### config.mk
export PLATFORM = sky130hd
export DESIGN_NAME = change_dispenser
export DESIGN_NICKNAME = d
export VERILOG_FILES = /design/src/rtl/change_dispenser_pkg.sv /design/src/rtl/change_dispenser_handshake_timer.sv /design/src/rtl/change_dispenser.sv
export SDC_FILE = /design/constraint.sdc
export NUM_CORES = 1
export LEC_CHECK = 0
export BUFFER_PORTS_ARGS = -buffer_cell sky130_fd_sc_hd__clkbuf_2
export CAP_MARGIN = 20
export CORE_ASPECT_RATIO = 0.6
export CORE_MARGIN = 2
export CORE_UTILIZATION = 40
export CTS_BUF_LIST = sky130_fd_sc_hd__clkbuf_4 sky130_fd_sc_hd__clkbuf_8
export DETAILED_ROUTE_END_ITERATION = 10
export HOLD_SLACK_MARGIN = 0.1
export PLACE_DENSITY = 0.74
export SLEW_MARGIN = 20
export SYNTH_ARGS = -nofsm -noshare
export SYNTH_HDL_FRONTEND = slang
export SYNTH_HIERARCHICAL = 1
export SYNTH_SLANG_ARGS = --single-unit
### constraint.sdc
create_clock -name clk -period 2.88 [get_ports clk]
set_input_delay 0.576 -clock clk [delete_from_list [all_inputs] [get_ports clk]]
set_output_delay 0.576 -clock clk [all_outputs]
set_load 0.01 [all_outputs]
### src/rtl/change_dispenser_pkg.sv
// change_dispenser_pkg: shared widths, coin values, timing limits and state encoding
package change_dispenser_pkg;
    localparam int W = 10;
    localparam logic [W-1:0] TL_VALUE = W'(100);
    localparam logic [W-1:0] HALF_VALUE = W'(50);
    localparam int ACK_TIMEOUT = 255;
    localparam int GAP_CYCLES = 4;
    localparam int TW = $clog2(ACK_TIMEOUT + 1);
    typedef enum logic [2:0] {IDLE, SELECT, WAIT_TL, WAIT_HALF, GAP, DONE, FAULT} state_t;
endpackage

### src/rtl/change_dispenser_handshake_timer.sv
// handshake_timer: up-counter cleared on clr, flags when the count equals limit
module handshake_timer #(
    parameter int CW = 8
) (
    input  logic          clk,
    input  logic          rst,
    input  logic          clr,
    input  logic [CW-1:0] limit,
    output logic          tc
);
    logic [CW-1:0] count_q, count_d;
    always_comb count_d = clr ? '0 : count_q + CW'(1);
    always_ff @(posedge clk)
        if (rst) count_q <= '0;
        else count_q <= count_d;
    assign tc = (count_q == limit);
endmodule

### src/rtl/change_dispenser.sv
// change_dispenser: greedy two-tube coin payout with per-coin request/ack handshake
module change_dispenser
    import change_dispenser_pkg::*;
(
    input  logic         clk,
    input  logic         rst,
    input  logic         load_valid,
    output logic         load_ready,
    input  logic [W-1:0] change_in,
    input  logic         tl_empty,
    input  logic         half_empty,
    output logic         eject_tl,
    output logic         eject_half,
    input  logic         hopper_ack,
    input  logic         clear,
    output logic         busy,
    output logic         done,
    output logic         fault,
    output logic [W-1:0] remaining,
    output logic [3:0]   coins_paid
);
    state_t state_q, state_d;
    logic [W-1:0] remaining_q, remaining_d;
    logic [3:0] coins_q, coins_d;
    logic tc;
    always_comb begin
        state_d = state_q;
        remaining_d = remaining_q;
        coins_d = coins_q;
        case (state_q)
            IDLE:
                if (load_valid) begin
                    remaining_d = change_in;
                    coins_d = '0;
                    state_d = SELECT;
                end
            SELECT:
                state_d = (remaining_q == '0) ? DONE :
                          (remaining_q >= TL_VALUE && !tl_empty) ? WAIT_TL :
                          (remaining_q >= HALF_VALUE && !half_empty) ? WAIT_HALF : FAULT;
            WAIT_TL, WAIT_HALF:
                if (hopper_ack) begin
                    remaining_d = remaining_q - ((state_q == WAIT_TL) ? TL_VALUE : HALF_VALUE);
                    coins_d = coins_q + 4'(coins_q != 4'hF);
                    state_d = GAP;
                end else if (tc) begin
                    state_d = FAULT;
                end
            GAP: state_d = tc ? SELECT : GAP;
            DONE: state_d = IDLE;
            FAULT: state_d = clear ? IDLE : FAULT;
            default: state_d = IDLE;
        endcase
    end
    always_ff @(posedge clk)
        if (rst) begin
            state_q <= IDLE;
            remaining_q <= '0;
            coins_q <= '0;
        end else begin
            state_q <= state_d;
            remaining_q <= remaining_d;
            coins_q <= coins_d;
        end
    // Timer restarts on every state change, so it counts cycles spent in the current WAIT or GAP.
    handshake_timer #(.CW(TW)) u_timer (
        .clk  (clk),
        .rst  (rst),
        .clr  (state_d != state_q),
        .limit((state_q == GAP) ? TW'(GAP_CYCLES - 1) : TW'(ACK_TIMEOUT - 1)),
        .tc   (tc)
    );
    assign load_ready = (state_q == IDLE);
    assign busy = (state_q != IDLE);
    assign eject_tl = (state_q == WAIT_TL);
    assign eject_half = (state_q == WAIT_HALF);
    assign done = (state_q == DONE);
    assign fault = (state_q == FAULT);
    assign remaining = remaining_q;
    assign coins_paid = coins_q;
endmodule

Yosys cells after proc, flatten, opt, wreduce, memory -nomap -nowiden --
Index checks and enable logic that the tools add are counted.
Cells by class: add/subtract/negate cells 3, $lt $le $gt $ge 2, equality and inequality tests 11, multiplexer cells 17, reduce and logical (&&, ||, !) cells 11
Operator list (count):
- two-way mux 3 bit | 8
- two-way mux 10 bit | 2
- case mux 10 bit (2 select lines) | 1
- case mux 3 bit (5 select lines) | 1
- greater-or-equal comparator 10 x 6 -> 1 bit (second input constant) | 1
- greater-or-equal comparator 10 x 7 -> 1 bit (second input constant) | 1
- zero test 10 bit | 1
- subtractor 10 x 7 -> 10 bit | 1
- equality test 3 bit (second input constant) | 3
- adder 8 x 1 -> 8 bit (second input constant) | 1
- equality test 8 bit | 1
- two-way mux 4 bit | 2
- two-way mux 8 bit | 1
- case mux 4 bit (2 select lines) | 1
- two-way mux 7 bit | 1
- equality test 3 x 2 -> 1 bit (second input constant) | 2
- adder 4 x 1 -> 4 bit | 1
- != test 2 bit (second input constant) | 2
- != test 4 bit (second input constant) | 1
- OR reduction 2 bit | 2
- equality test 3 x 1 -> 1 bit (second input constant) | 1
- zero test 3 bit | 1
- != test 3 bit | 1
- AND reduction 3 bit | 1
- 4 further kinds | 6
Storage, ports and cells: register bits after elaboration 25, output and inout bits 20, word-level logic and storage cells 48

Logic depth before layout (Yosys ltp) --
Gate-level depths: netlist of the first run.
word-level depth 8, mapped depth 14, depth with buffers taken out 12

Hierarchy --
Netlist of the first run, hierarchy kept.
By module, submodules not included:
- change_dispenser | instances 1, cells each 153, area each 1270.0 µm², seq. area each 340.3 µm²
- handshake_timer | instances 1, cells each 47, area each 405.4 µm², seq. area each 160.2 µm²

Least setup slack after synthesis of the first run --
Ideal clock, no wire load.
kind register to register, start register state_q[1], end register u_timer.count_q[5], library setup time 0.070 ns, data arrival time 2.774 ns, data required time 2.810 ns, setup slack 0.035 ns, stages on the path, launching flop included 14, period minus slack after synthesis 2.845 ns, cell sequence dfxtp_1 -> clkbuf_1 -> nand2b_1 -> inv_1 -> xnor2_1 -> nand4_1 -> nor2_1 -> mux2i_1 -> nor3_1 -> a2111oi_4 -> a221o_1 -> or2_2 -> clkbuf_1 -> a21oi_1
Between the ends: longest elaborated chain between the ends 8
Ends and longest elaborated chain:
- from (decl) | line change_dispenser.sv:22 | state_t state_q, state_d;
- from (signal assigned) | line change_dispenser.sv:61 | state_q <= state_d;
- equality test 3 bit * | line change_dispenser.sv:70 | .limit((state_q == GAP) ? TW'(GAP_CYCLES - 1) : TW'(ACK_TIMEOUT - 1)),
- two-way mux 8 bit * | line change_dispenser.sv:70
- equality test 8 bit * | line change_dispenser_handshake_timer.sv:16 | assign tc = (count_q == limit);
- named net tc | line change_dispenser.sv:25 | logic tc;
- two-way mux 3 bit | line change_dispenser.sv:46 | end else if (tc) begin
- two-way mux 3 bit | line change_dispenser.sv:42 | if (hopper_ack) begin
- case mux 3 bit (5 select lines) * | line change_dispenser.sv:30 | case (state_q)
- != test 3 bit * | line change_dispenser.sv:69 | .clr (state_d != state_q),
- OR reduction 2 bit (no source line) *
- to (signal assigned) | line change_dispenser_handshake_timer.sv:15 | else count_q <= count_d;
- to (decl) | line change_dispenser_handshake_timer.sv:11 | logic [CW-1:0] count_q, count_d;
Mark *: on every way through the listed nets, which the timed path passes. The rest lies on a longest branch. A chain may end at the register's enable or synchronous reset.

Final worst setup path of the first run --
start register state_q[2], end register u_timer.count_q[5]
The elaborated chain is that of the path after synthesis.

==> flow_metrics.env, run 1 <==
export IMPL_clk_pin_slew_ns=0.09
export IMPL_rows=18
export IMPL_synth_nets=225
export IMPL_antenna_found_initial=0
export IMPL_firstDrtPassIters=4
export IMPL_grt_usage=0.184
export IMPL_vias=1556
export IMPL_tritoncts="yes"
export IMPL_slowest_stage="or2_2"
export IMPL_ys_ff_latch=25
export IMPL_drv_cap=0
export IMPL_die_w_um=87.6
export IMPL_port_buffers=36
export IMPL_fmax_mhz=390
export IMPL_rsz0062_at_grt="no"
export IMPL_insertedDiodeCount=0
export IMPL_synthDistinctLibCells=56
export IMPL_initial_core_util=0.413
export IMPL_root_buffer="clkbuf_8"
export IMPL_cts_buffers=3
export IMPL_synth_area_per_cell_um2=8.38
export IMPL_worstPathCellList="nor2b_2, nand2b_2, inv_1, xnor2_1, nand4_1, nor2_1, mux2i_1, nor3_2, a2111oi_4, a221o_1, or2_2, a21oi_1"
export IMPL_worst_endpoint_arrival_ns=2.77
export IMPL_final_nets=260
export IMPL_io_pins=37
export IMPL_first_global_vias=1364
export IMPL_drc=0
export IMPL_yosysTopAreaCell="dfxtp_1"
export IMPL_min_path_type="reg -> reg"
export IMPL_fin_skew_ns=0.00238
export IMPL_core_area_mm2=0.00405
export IMPL_routed_wl_um=3910
export IMPL_finalMaxSlewViolations=0
export IMPL_p_leak_nw=0.823
export IMPL_start_kind="flop"
export IMPL_cts_setup_buffers=0
export IMPL_max_slew_worst_pin_slew_ns=0.685
export IMPL_crit_path_end_kind="flop"
export IMPL_powerDensity_mw_per_mm2=930
export IMPL_setup_violations=0
export IMPL_overflow=0
export IMPL_worstSkewPairLatency_ns=0.27
export IMPL_slowest_delay_ns=0.37
export IMPL_async_flop_share=0
export IMPL_peakVddDrop_mv=0.406
export IMPL_synthFlopType="dfxtp_1"
export IMPL_post_route_min_period_ns=2.56
export IMPL_syn_area_mm2=0.00168
export IMPL_slew_headroom=0.544
export IMPL_fin_crit_sh=0.889
export IMPL_synth_top_cell_area_share=0.299
export IMPL_grt_pass1_wl_um=6660
export IMPL_gp_congestion=0.867
export IMPL_final_setup_tns_ns=0
export IMPL_p_total_mw=1.80
export IMPL_outcome="finished, final reports clean"
export IMPL_critical_path_required_ns=3.09
export IMPL_seq_area_frac_synth=0.299
export IMPL_ys_warn_count=6
export IMPL_grt_max_degree=21
export IMPL_hold_slack_ns=0.518
export IMPL_crit_type="reg -> reg"
export IMPL_viasPerCell=5.48
export IMPL_synth_most_common_cell="dfxtp_1"
export IMPL_cts_max_level=1
export IMPL_dieHeight_um=54.1
export IMPL_dp_hpwl_um=3010
export IMPL_clockBufferDepth=2
export IMPL_dr_first_iter_drc_count=124
export IMPL_netlist_top_cells_area="dfxtp_1, ha_1, nor2_1"
export IMPL_synthTopCellsByCount="dfxtp_1, nor2_1, nand2_1"
export IMPL_drive_above_1_share=0.256
export IMPL_final_core_util=0.479
export IMPL_drt_wirelength_per_cell_um=13.8
export IMPL_area_delta_synth_final_pct=15.8
export IMPL_die_area_mm2=0.00474
export IMPL_cts_sinks=25
export IMPL_ctsHoldBuffers=0
export IMPL_synthCells=200
export IMPL_synth_edf_count=0
export IMPL_ctsResizeCount=0
export IMPL_ant_nets=0
export IMPL_crit_fanout=8
export IMPL_final_hold_viol_count=0
==> power by group <==
part	leakage (nW)	switching, mW	internal (mW)	total (mW)
combinational	0.594	0.601	0.454	1.06
clock	0.0255	0.117	0.0969	0.214
sequential	0.204	0.110	0.425	0.535
==> through the flow <==
step | instance area (um2) | worst slack, ns | cells
floorplan | 1680 | 0.0355 | 200
global placement | 1880 | 0.259 | 280
detailed placement | 1880 | 0.138 | 280
CTS | 1930 | 0.108 | 284
global route | 1940 | 0.0310 | 284
finish | 1940 | 0.319 | 284
==> critical path, delay by kind of cell, from the launching register on <==
kind	cells	cell delay [ns]
buffers and inverters	1	0.10
multiplexers	1	0.12
AO/OA/AOI/OAI	3	0.53
flip-flops	1	0.34
XOR/XNOR	1	0.12
AND/OR/NAND/NOR	6	1.27
==> registers in the layout (all words and copies together), names as in the netlist <==
signal and flops:
state_q 3, u_timer/count_q 8, coins_paid 4, remaining 10
==> cells in the final DEF (no fill, tap or decap), types with 3 or more instances in the layout <==
cell	Yosys	routed
clkbuf_2	1	36
dfxtp_1	25	25
nor2_1	21	21
nand2_1	15	15
xnor2_1	9	9
nor3_1	9	8
o21ai_0	8	8
inv_1	7	7
a21oi_1	7	7
ha_1	7	7
nand2b_1	6	5
a31oi_1	5	5
xor2_1	5	5
a211oi_1	5	5
nand4_1	4	4
mux2i_1	4	4
nand3_1	4	4
buf_4	0	4
and2_1	3	3
or2_2	3	3
clkbuf_8	0	3
or3_1	3	3
==> final cells by class <==
type	instances	area, um2
Sequential cell	25	500
Tap cell	50	62.6
Fill cell	433	2110
Inverter	7	26.3
Multi-Input combinational cell	158	1090
Clock inverter	1	5.00
Timing Repair Buffer	40	210
Clock buffer	3	41.3
==> cells by family after synthesis <==
logic type	Yosys count	synth area share
flip-flops	25	0.299
AND/OR/NAND/NOR	85	0.276
buffers and inverters	17	0.0538
adder cells (fa/ha/maj)	8	0.0642
XOR/XNOR	14	0.0732
AO/OA/AOI/OAI	46	0.208
multiplexers	4	0.0239
other	1	0.00224
==> layer usage <==
metal	vias up	global-route usage	share of wire
met5	-	0	0
met4	0	0.0308	0.0036
met3	2	0.0445	0.071
met2	57	0.250	0.39
met1	704	0.288	0.54
li1	793	-	-
==> worst paths after layout <==
path,start,end,slack [ns],depth (start not counted)
worst max register to register,state_q[2],u_timer/count_q[5],0.32,12
worst min-delay path,u_timer/count_q[7],u_timer/count_q[7],0.52,2
worst min register to register,u_timer/count_q[7],u_timer/count_q[7],0.52,2
worst max-delay path,state_q[2],u_timer/count_q[5],0.32,12
No activity file was read; power rests on OpenSTA's default activity.
==> inputs of run 2 (changes only) <==
--- a/config.mk
+++ b/config.mk
@@ -5,15 +5,15 @@
 export SDC_FILE = /design/constraint.sdc
 export NUM_CORES = 1
 export LEC_CHECK = 0
-export BUFFER_PORTS_ARGS = -buffer_cell sky130_fd_sc_hd__clkbuf_2
 export CAP_MARGIN = 20
 export CORE_ASPECT_RATIO = 0.6
 export CORE_MARGIN = 2
 export CORE_UTILIZATION = 40
-export CTS_BUF_LIST = sky130_fd_sc_hd__clkbuf_4 sky130_fd_sc_hd__clkbuf_8
+export CTS_BUF_LIST = sky130_fd_sc_hd__clkbuf_16
 export DETAILED_ROUTE_END_ITERATION = 10
+export DONT_BUFFER_PORTS = 1
 export HOLD_SLACK_MARGIN = 0.1
-export PLACE_DENSITY = 0.74
+export PLACE_DENSITY = 0.66
 export SLEW_MARGIN = 20
 export SYNTH_ARGS = -nofsm -noshare
 export SYNTH_HDL_FRONTEND = slang
==> flow_metrics.env, run 2 (synthesis gave the netlist of run 1 again) <==
export IMPL_outcome="finished, final reports clean"
export IMPL_rows=18
export IMPL_fmax_mhz=387
export IMPL_overflow=0
export IMPL_drt_wirelength_per_cell_um=15.6
export IMPL_final_cell_mix="dfxtp_1, nor2_1, nand2_1"
export IMPL_worstSkewPairLatency_ns=0.26
export IMPL_root_buffer="clkbuf_16"
export IMPL_dieHeight_um=54.1
export IMPL_io_pins=37
export IMPL_grt_pass1_wl_um=6190
export IMPL_min_path_type="in -> reg"
export IMPL_dp_hpwl_um=2910
export IMPL_die_area_mm2=0.00474
export IMPL_gp_congestion=0.776
export IMPL_cts_setup_buffers=0
export IMPL_crit_type="reg -> reg"
export IMPL_final_hold_viol_count=0
export IMPL_cts_buffers=3
export IMPL_max_slew_worst_pin_slew_ns=0.698
export IMPL_worst_endpoint_arrival_ns=2.78
export IMPL_first_global_vias=1212
export IMPL_final_nets=225
export IMPL_ant_nets=0
export IMPL_viasPerCell=5.67
export IMPL_area_delta_synth_final_pct=7.47
export IMPL_cts_sinks=25
export IMPL_start_kind="flop"
export IMPL_crit_fanout=8
export IMPL_port_buffers=0
export IMPL_crit_path_end_kind="flop"
export IMPL_clk_pin_slew_ns=0.06
export IMPL_firstDrtPassIters=4
export IMPL_finalMaxSlewViolations=0
export IMPL_fin_crit_sh=0.897
export IMPL_initial_core_util=0.413
export IMPL_drc=0
export IMPL_grt_usage=0.173
export IMPL_tritoncts="yes"
export IMPL_rsz0062_at_grt="no"
export IMPL_grt_max_degree=21
export IMPL_powerDensity_mw_per_mm2=1010
export IMPL_drv_cap=0
export IMPL_largest_reg_flops=10
export IMPL_p_total_mw=1.82
export IMPL_insertedDiodeCount=0
export IMPL_final_common_cell="dfxtp_1"
export IMPL_die_w_um=87.6
export IMPL_clockBufferDepth=2
export IMPL_dr_first_iter_drc_count=102
export IMPL_p_leak_nw=0.688
export IMPL_fin_skew_ns=0.00367
export IMPL_routed_wl_um=3890
export IMPL_drive_above_1_share=0.121
export IMPL_critical_path_required_ns=3.07
export IMPL_cts_max_level=1
export IMPL_ctsHoldBuffers=0
export IMPL_core_area_mm2=0.00405
export IMPL_peakVddDrop_mv=0.438
export IMPL_vias=1413
export IMPL_setup_violations=0
export IMPL_final_setup_tns_ns=0
export IMPL_antenna_found_initial=0
export IMPL_slew_headroom=0.535
export IMPL_fill_cells=406
export IMPL_post_route_min_period_ns=2.58
run 2: critical path, stage by stage (launching register included):
cell	delay [ns]
dfxtp_1	0.33
nor2b_2	0.20
nand2b_2	0.17
inv_1	0.10
xnor2_1	0.12
nand4_1	0.10
nor2_1	0.21
mux2i_1	0.14
nor3_2	0.21
a2111oi_4	0.06
a221o_1	0.35
or2_2	0.38
nor2_1	0.15
run 2: metrics by stage:
| stage | cells | instance area [um2] | util | hold slack [ns] | worst slack, ns |
|---|---|---|---|---|---|
| 5_1_grt | 249 | 1800 | 0.444 | 0.372 | 0.0302 |
| 3_3_place_gp | 245 | 1710 | 0.422 | 0.480 | 0.245 |
| 4_1_cts | 249 | 1800 | 0.443 | 0.374 | 0.0963 |
| 6_report | 249 | 1800 | 0.444 | 0.377 | 0.295 |
| 2_1_floorplan | 200 | 1680 | - | 0.451 | 0.0355 |
| 3_5_place_dp | 245 | 1710 | 0.422 | 0.486 | 0.0138 |
run 2: final cells by class:
cell class                 instances  area (um2)  share of cell area
inverter                           7        26.3              0.0146
clock inverter                     1        3.75             0.00208
tap                               50        62.6              0.0347
timing repair buffer               5        37.5              0.0208
multi-input combinational        158        1090               0.608
clock buffer                       3        75.1              0.0417
sequential                        25         500               0.278
run 2: where the power goes:
| part | leakage [nW] | switching [mW] | internal (mW) | total, mW |
|---|---|---|---|---|
| Clock | 0.0423 | 0.123 | 0.186 | 0.308 |
| Sequential | 0.204 | 0.141 | 0.426 | 0.567 |
| Combinational | 0.442 | 0.545 | 0.398 | 0.943 |
run 2: what timing repair did:
item                                    in CTS  in global routing
endpoints found under the hold margin        0                  0
endpoints found under the setup margin       1                  8
cloned                                       0                  0
resized for setup                            1                  2
run 2: path summary, 6_finish.rpt:
path	endpoint	depth (start not counted)	startpoint	slack [ns]
max	u_timer/count_q[3]	12	state_q[2]	0.30
max reg2reg	u_timer/count_q[3]	12	state_q[2]	0.30
min	remaining[3]	1	rst	0.38
min reg2reg	u_timer/count_q[0]	1	u_timer/count_q[0]	0.50
run 2: metal layers:
metal | GRT usage | routed length, um
met2 | 0.244 | 1550
met4 | 0.0462 | 39
met1 | 0.258 | 2020
met3 | 0.0460 | 282
met5 | 0 | 0
